==> src/rtl/uart_tx_fifo_param.sv <==
// rtl/uart_tx_fifo_param.sv - parametrised UART transmitter with TX FIFO and valid/ready input
// Words pushed on i_valid && o_ready are queued and framed as
// start / DATA_BITS LSB-first / optional parity / STOP_BITS stop,
// each bit CLK_DIV clocks long, frames sent back-to-back while words remain.
module uart_tx_fifo_param #(
  parameter int CLK_DIV    = 2604,
  parameter int DATA_BITS  = 8,
  parameter int PARITY     = 0,
  parameter int STOP_BITS  = 1,
  parameter int FIFO_DEPTH = 4
) (
  input  logic                          i_clk,
  input  logic                          i_rst,
  input  logic                          i_valid,
  input  logic [DATA_BITS-1:0]          i_data,
  output logic                          o_ready,
  output logic                          o_tx,
  output logic                          o_busy,
  output logic                          o_tx_done,
  output logic [$clog2(FIFO_DEPTH):0]   o_fifo_level
);

  localparam int CW = $clog2(CLK_DIV);
  localparam int PW = $clog2(FIFO_DEPTH);
  localparam int LW = PW + 1;
  localparam logic [CW-1:0] CNT_LAST  = CW'(CLK_DIV - 1);
  localparam logic [CW-1:0] CNT_PRE   = CW'(CLK_DIV - 2);
  localparam logic [3:0]    DATA_LAST = 4'(DATA_BITS - 1);
  localparam logic [3:0]    STOP_LAST = 4'(STOP_BITS - 1);
  localparam logic [LW-1:0] LVL_FULL  = LW'(FIFO_DEPTH);

  if (CLK_DIV < 2) begin : g_bad_clk_div
    $error("uart_tx_fifo_param: CLK_DIV must be >= 2");
  end
  if (DATA_BITS < 5 || DATA_BITS > 9) begin : g_bad_data_bits
    $error("uart_tx_fifo_param: DATA_BITS must be 5..9");
  end
  if (STOP_BITS != 1 && STOP_BITS != 2) begin : g_bad_stop_bits
    $error("uart_tx_fifo_param: STOP_BITS must be 1 or 2");
  end
  if (PARITY < 0 || PARITY > 2) begin : g_bad_parity
    $error("uart_tx_fifo_param: PARITY must be 0, 1 or 2");
  end
  if (FIFO_DEPTH < 2 || (FIFO_DEPTH & (FIFO_DEPTH - 1)) != 0) begin : g_bad_depth
    $error("uart_tx_fifo_param: FIFO_DEPTH must be a power of 2, >= 2");
  end

  typedef enum logic [2:0] {S_IDLE, S_START, S_DATA, S_PAR, S_STOP} state_t;

  state_t               r_state;
  logic [DATA_BITS-1:0] r_mem [FIFO_DEPTH];
  logic [PW-1:0]        r_wr_ptr;
  logic [PW-1:0]        r_rd_ptr;
  logic [LW-1:0]        r_level;
  logic [CW-1:0]        r_cnt;
  logic [3:0]           r_idx;
  logic [DATA_BITS-1:0] r_shift;
  logic                 r_par;

  logic                 w_push;
  logic                 w_pop;
  logic                 w_not_empty;
  logic                 w_bit_end;
  logic                 w_frame_end;
  logic [DATA_BITS-1:0] w_head;

  assign w_push       = i_valid && o_ready;
  assign w_not_empty  = (r_level != '0);
  assign w_bit_end    = (r_cnt == CNT_LAST);
  assign w_frame_end  = (r_state == S_STOP) && w_bit_end && (r_idx == STOP_LAST);
  // A word leaves the FIFO either from IDLE or straight out of the last stop cycle.
  assign w_pop        = w_not_empty && ((r_state == S_IDLE) || w_frame_end);
  assign w_head       = r_mem[r_rd_ptr];
  assign o_ready      = (r_level != LVL_FULL);
  assign o_fifo_level = r_level;

  // FIFO storage: data only, no reset needed since pointers gate its use
  always_ff @(posedge i_clk) begin
    if (w_push) r_mem[r_wr_ptr] <= i_data;
  end

  // FIFO pointers and occupancy
  always_ff @(posedge i_clk or posedge i_rst) begin
    if (i_rst) begin
      r_wr_ptr <= '0;
      r_rd_ptr <= '0;
      r_level  <= '0;
    end else begin
      if (w_push) r_wr_ptr <= r_wr_ptr + 1'b1;
      if (w_pop)  r_rd_ptr <= r_rd_ptr + 1'b1;
      case ({w_push, w_pop})
        2'b10:   r_level <= r_level + 1'b1;
        2'b01:   r_level <= r_level - 1'b1;
        default: r_level <= r_level;
      endcase
    end
  end

  // Frame FSM with registered line, busy and done outputs
  always_ff @(posedge i_clk or posedge i_rst) begin
    if (i_rst) begin
      r_state   <= S_IDLE;
      r_cnt     <= '0;
      r_idx     <= '0;
      r_shift   <= '0;
      r_par     <= 1'b0;
      o_tx      <= 1'b1;
      o_busy    <= 1'b0;
      o_tx_done <= 1'b0;
    end else begin
      // Raised one edge early so the pulse lands on the final stop cycle.
      o_tx_done <= (r_state == S_STOP) && (r_cnt == CNT_PRE) && (r_idx == STOP_LAST);
      case (r_state)
        S_IDLE: begin
          r_cnt <= '0;
          r_idx <= '0;
          if (w_pop) begin
            r_shift <= w_head;
            r_par   <= (PARITY == 1) ? ~^w_head : ^w_head;
            o_tx    <= 1'b0;
            o_busy  <= 1'b1;
            r_state <= S_START;
          end
        end
        S_START: begin
          if (w_bit_end) begin
            r_cnt   <= '0;
            r_idx   <= '0;
            o_tx    <= r_shift[0];
            r_state <= S_DATA;
          end else begin
            r_cnt <= r_cnt + 1'b1;
          end
        end
        S_DATA: begin
          if (w_bit_end) begin
            r_cnt <= '0;
            if (r_idx == DATA_LAST) begin
              r_idx <= '0;
              if (PARITY != 0) begin
                o_tx    <= r_par;
                r_state <= S_PAR;
              end else begin
                o_tx    <= 1'b1;
                r_state <= S_STOP;
              end
            end else begin
              r_idx   <= r_idx + 1'b1;
              r_shift <= r_shift >> 1;
              o_tx    <= r_shift[1];
            end
          end else begin
            r_cnt <= r_cnt + 1'b1;
          end
        end
        S_PAR: begin
          if (w_bit_end) begin
            r_cnt   <= '0;
            r_idx   <= '0;
            o_tx    <= 1'b1;
            r_state <= S_STOP;
          end else begin
            r_cnt <= r_cnt + 1'b1;
          end
        end
        S_STOP: begin
          if (w_bit_end) begin
            r_cnt <= '0;
            if (r_idx == STOP_LAST) begin
              r_idx <= '0;
              if (w_not_empty) begin
                r_shift <= w_head;
                r_par   <= (PARITY == 1) ? ~^w_head : ^w_head;
                o_tx    <= 1'b0;
                r_state <= S_START;
              end else begin
                o_busy  <= 1'b0;
                r_state <= S_IDLE;
              end
            end else begin
              r_idx <= r_idx + 1'b1;
            end
          end else begin
            r_cnt <= r_cnt + 1'b1;
          end
        end
        default: begin
          r_state <= S_IDLE;
          o_tx    <= 1'b1;
          o_busy  <= 1'b0;
        end
      endcase
    end
  end

endmodule

==> config.mk <==
export PLATFORM = sky130hd
export DESIGN_NAME = uart_tx_fifo_param
export DESIGN_NICKNAME = d
export VERILOG_FILES = /design/src/rtl/uart_tx_fifo_param.sv
export SDC_FILE = /design/constraint.sdc
export NUM_CORES = 1
export LEC_CHECK = 0
export BUFFER_PORTS_ARGS = -buffer_cell sky130_fd_sc_hd__buf_2
export CORE_UTILIZATION = 55
export DETAILED_ROUTE_END_ITERATION = 16
export PLACE_DENSITY_LB_ADDON = 0.08
export SLEW_MARGIN = 25
export SYNTH_ARGS = -nofsm -noshare
export SYNTH_HDL_FRONTEND = slang
export SYNTH_SLANG_ARGS = --single-unit
export TNS_END_PERCENT = 1
==> constraint.sdc <==
create_clock -name i_clk -period 2.9 [get_ports i_clk]
set_input_delay 0.145 -clock i_clk [delete_from_list [all_inputs] [get_ports i_clk]]
set_output_delay 0.145 -clock i_clk [all_outputs]
set_load 0.01 [all_outputs]
==> flow_metrics.env <==
export IMPL_grt_use_total=0.204
export IMPL_fin_area_um2=3710
export IMPL_grt_pass1_vias=1959
export IMPL_tightest_slew_ns=0.574
export IMPL_rr_startpoint="r_idx[0]$_DFFE_PP0P_"
export IMPL_cts_htree_levels=3
export IMPL_routed_wl_um=5680
export IMPL_switching_power_uw=631
export IMPL_portBuffers=17
export IMPL_die_w_um=78.8
export IMPL_synth_ff_type="dfrtp_1"
export IMPL_cts_buffers=9
export IMPL_reg2regPathDepth=12
export IMPL_maxSlewViolCount=0
export IMPL_start_util=0.578
export IMPL_synth_seq_area_share=0.582
export IMPL_drtIter0Drc=113
export IMPL_cell_internal_pwr_mw=1.79
export IMPL_antenna_found_initial=0
export IMPL_grt_max_degree=38
export IMPL_maxSlewHeadroom=0.617
export IMPL_fillCellCount=441
export IMPL_routabilityCongestion=0.765
export IMPL_routedWlPerCell_um=15.5
export IMPL_dr_pass1_iters=4
export IMPL_synth_cell_types=52
export IMPL_synthToLayoutAreaGrowth_pct=14.5
export IMPL_startpoint_type="register"
export IMPL_via_count=2074
export IMPL_yosysWarnings=0
export IMPL_place_hpwl_um=3840
export IMPL_final_setup_tns_ns=0
export IMPL_synth_area_per_cell_um2=12.6
export IMPL_via_per_inst=5.67
export IMPL_row_count=27
export IMPL_critPathMaxFanout=4
export IMPL_netlist_area_um2=3240
export IMPL_crit_type="reg2reg"
export IMPL_worstPathArrival_ns=2.92
export IMPL_cts_sink_count=69
export IMPL_crit_path_top_delay_cell="dfrtp_1"
export IMPL_core_um2=5610
export IMPL_startpoint="r_idx[0]$_DFFE_PP0P_"
export IMPL_rsz0062_at_grt="false"
export IMPL_drv_cap=0
export IMPL_num_nets_final=310
export IMPL_hold_class="in2reg"
export IMPL_diodes=0
export IMPL_ir_drop_mv=0.471
export IMPL_sw_frac_of_total=0.261
export IMPL_crit_chain="inv_1 > ha_1 > nor3b_2 > nand4_1 > or2_2 > a21oi_2 > ha_1 > inv_1 > fa_1 > xor2_1 > nor2_1 > xor2_1"
export IMPL_max_freq_mhz=377
export IMPL_max_clock_path_buffers=2
export IMPL_placed_area_um2=3440
export IMPL_r2r_end="o_fifo_level[2]$_DFFE_PP0P_"
export IMPL_p_per_area_nw_per_um2=652
export IMPL_grt_pass1_wl_um=9430
export IMPL_fin_crit_sh=0.915
export IMPL_crit_buf_inv=2
export IMPL_cts_setup_buffers=0
export IMPL_cpPeakStageDelay_ns=0.41
export IMPL_clock_latency_ns=0.34
export IMPL_grt_overflow=0
export IMPL_cts_tree="yes"
export IMPL_ant_nets=0
export IMPL_ys_async_sr_fraction=0.536
export IMPL_crit_end="o_fifo_level[2]$_DFFE_PP0P_"
export IMPL_min_period_ns=2.65
export IMPL_outcome="finished, final reports clean"
export IMPL_endpoint_kind="register"
export IMPL_clkPwrFrac=0.369
export IMPL_io_pins=18
export IMPL_reg2reg_slack_ns=0.25
export IMPL_path_depth=12
export IMPL_final_setup_viol_count=0
export IMPL_hold_viol=0
export IMPL_root_buffer="clkbuf_8"
export IMPL_p_seq_frac=0.505
export IMPL_ys_ff_latch=69
export IMPL_path_clk_slew_ns=0.08
export IMPL_layout_drive_gt1_share=0.214
export IMPL_synth_edf_count=32
export IMPL_critPathRequiredTime_ns=3.16
export IMPL_fp_dieH_um=78.8
export IMPL_die_area_um2=6210
export IMPL_syn_num_nets=279
export IMPL_finClkSkew_ns=0.00598
export IMPL_path_delay_family="simple AND/OR/NAND/NOR gates"
export IMPL_drc=0
export IMPL_comb_power_share=0.126
export IMPL_syn_instance_count=258
export IMPL_holdWs_ns=0.0198
export IMPL_p_leak_nw=1.47
-- how the worst min path moves through the flow --
stage / depth (start not counted) / endpoint / slack (ns) / startpoint
floorplan: 0 / r_mem[0][0]$_DFFE_PP_ / 0.24 / i_data[0]
global placement: 3 / r_shift[6]$_DFFE_PP0P_ / 0.28 / i_rst
detailed placement: 3 / r_shift[6]$_DFFE_PP0P_ / 0.28 / i_rst
CTS: 1 / r_mem[0][1]$_DFFE_PP_ / 0.001 / i_data[1]
global route: 1 / r_mem[0][7]$_DFFE_PP_ / 0.0006 / i_data[7]
finish: 1 / r_mem[2][5]$_DFFE_PP_ / 0.02 / i_data[5]
-- final cells by class --
type / count / area (µm²) / share of cell area
Sequential cell: 69 / 1890 / 0.509
Multi-Input combinational cell: 165 / 1270 / 0.342
Timing Repair Buffer: 28 / 175 / 0.0472
Clock buffer: 9 / 124 / 0.0334
Clock inverter: 7 / 106 / 0.0286
Tap cell: 72 / 90.1 / 0.0243
Inverter: 16 / 60.1 / 0.0162
-- cell families after synthesis --
kind of cell / after synthesis / synth area share
AND/OR/NAND/NOR: 82 / 0.142
flip-flops: 69 / 0.582
AO/OA/AOI/OAI: 40 / 0.0772
buffers and inverters: 24 / 0.0293
multiplexers: 18 / 0.0872
XOR/XNOR: 13 / 0.0351
adder cells (fa/ha/maj): 12 / 0.0475
-- registers in the layout, indices dropped and copies added, names as in the netlist --
signal        count
o_busy            1
r_mem            32
o_fifo_level      3
r_cnt            12
r_shift           8
o_tx_done         1
o_tx              1
r_rd_ptr          2
r_idx             4
r_wr_ptr          2
r_state           3
-- cells in the mapped netlist, drive strengths merged (2+ instances only) --
| cell | count | area share |
|---|---|---|
| a21oi | 14 | 0.022 |
| a31oi | 2 | 0.0039 |
| and3 | 6 | 0.012 |
| and4 | 2 | 0.0054 |
| buf | 6 | 0.0085 |
| clkbuf | 2 | 0.0023 |
| dfrtp | 36 | 0.28 |
| edfxtp | 32 | 0.30 |
| ha | 9 | 0.035 |
| inv | 16 | 0.019 |
| maj3 | 2 | 0.0066 |
| mux2 | 2 | 0.0069 |
| mux2i | 8 | 0.025 |
| mux4 | 8 | 0.056 |
| nand2 | 15 | 0.017 |
| nand3 | 6 | 0.0093 |
| nand4 | 5 | 0.014 |
| nor2 | 24 | 0.028 |
| nor3 | 4 | 0.0062 |
| nor3b | 3 | 0.0069 |
| nor4 | 3 | 0.010 |
| o211ai | 3 | 0.0085 |
| o21a | 2 | 0.0046 |
| o21ai | 11 | 0.017 |
| o22ai | 2 | 0.0039 |
| or2 | 2 | 0.0039 |
| or3 | 4 | 0.0077 |
| xnor2 | 8 | 0.022 |
| xor2 | 5 | 0.014 |
-- through the flow --
stage                     cells  setup WS [ns]  utilization  power (mW)
after floorplan             258          0.322            -        1.44
after global placement      347          0.142        0.614        1.54
after detailed placement    347          0.103        0.614        1.55
after CTS                   366         0.0795        0.660        2.44
after global routing        366         0.0395        0.662        2.52
final                       366          0.247        0.662        2.42
-- what timing repair did --
action | CTS | global route
gates resized for setup | 0 | 2
endpoints found under the hold margin | 44 | 0
hold buffers | 3 | 0
endpoints found under the setup margin | 0 | 1
-- placed cells by master (no fill, tap or decap), types with 3 or more instances in the layout --
cell,synthesis,routed
nor2_1,24,24
mux2i_1,8,8
xnor2_1,8,8
a21oi_1,14,13
nor3_1,4,4
xor2_1,5,5
mux4_2,8,8
ha_1,9,9
nand4_1,4,4
dlygate4sd3_1,0,3
buf_4,0,8
or3_1,4,4
buf_2,4,17
edfxtp_1,32,32
o21ai_0,10,10
dfrtp_1,36,36
nand2_1,15,15
and3_1,6,6
inv_1,16,16
nand3_1,6,6
clkbuf_8,0,9
-- layer usage --
metal | global-route usage | wire (µm)
met1 | 0.282 | 2780
met2 | 0.307 | 2650
met3 | 0.0414 | 167
met4 | 0.106 | 87
met5 | 0 | 0
-- worst register-to-register path: cells and delay by family, from the launching register on --
| family | cells | cell delay (ns) |
|---|---|---|
| AOI/OAI and AO/OA | 1 | 0.18 |
| xor gates and xnor gates | 2 | 0.30 |
| adders and majority gates | 3 | 0.70 |
| buffers and inverters | 2 | 0.14 |
| DFF | 1 | 0.41 |
| and+or+nand+nor | 4 | 0.85 |
-- power groups by stage --
| stage | logic [mW] | registers (mW) | clock network (mW) |
|---|---|---|---|
| global placement | 0.302 | 1.24 | 0 |
| detailed placement | 0.308 | 1.24 | 0 |
| floorplan | 0.203 | 1.24 | 0 |
| finish | 0.305 | 1.22 | 0.893 |
| global route | 0.340 | 1.24 | 0.945 |
| CTS | 0.313 | 1.22 | 0.908 |
(Power assumes the default switching activity.)
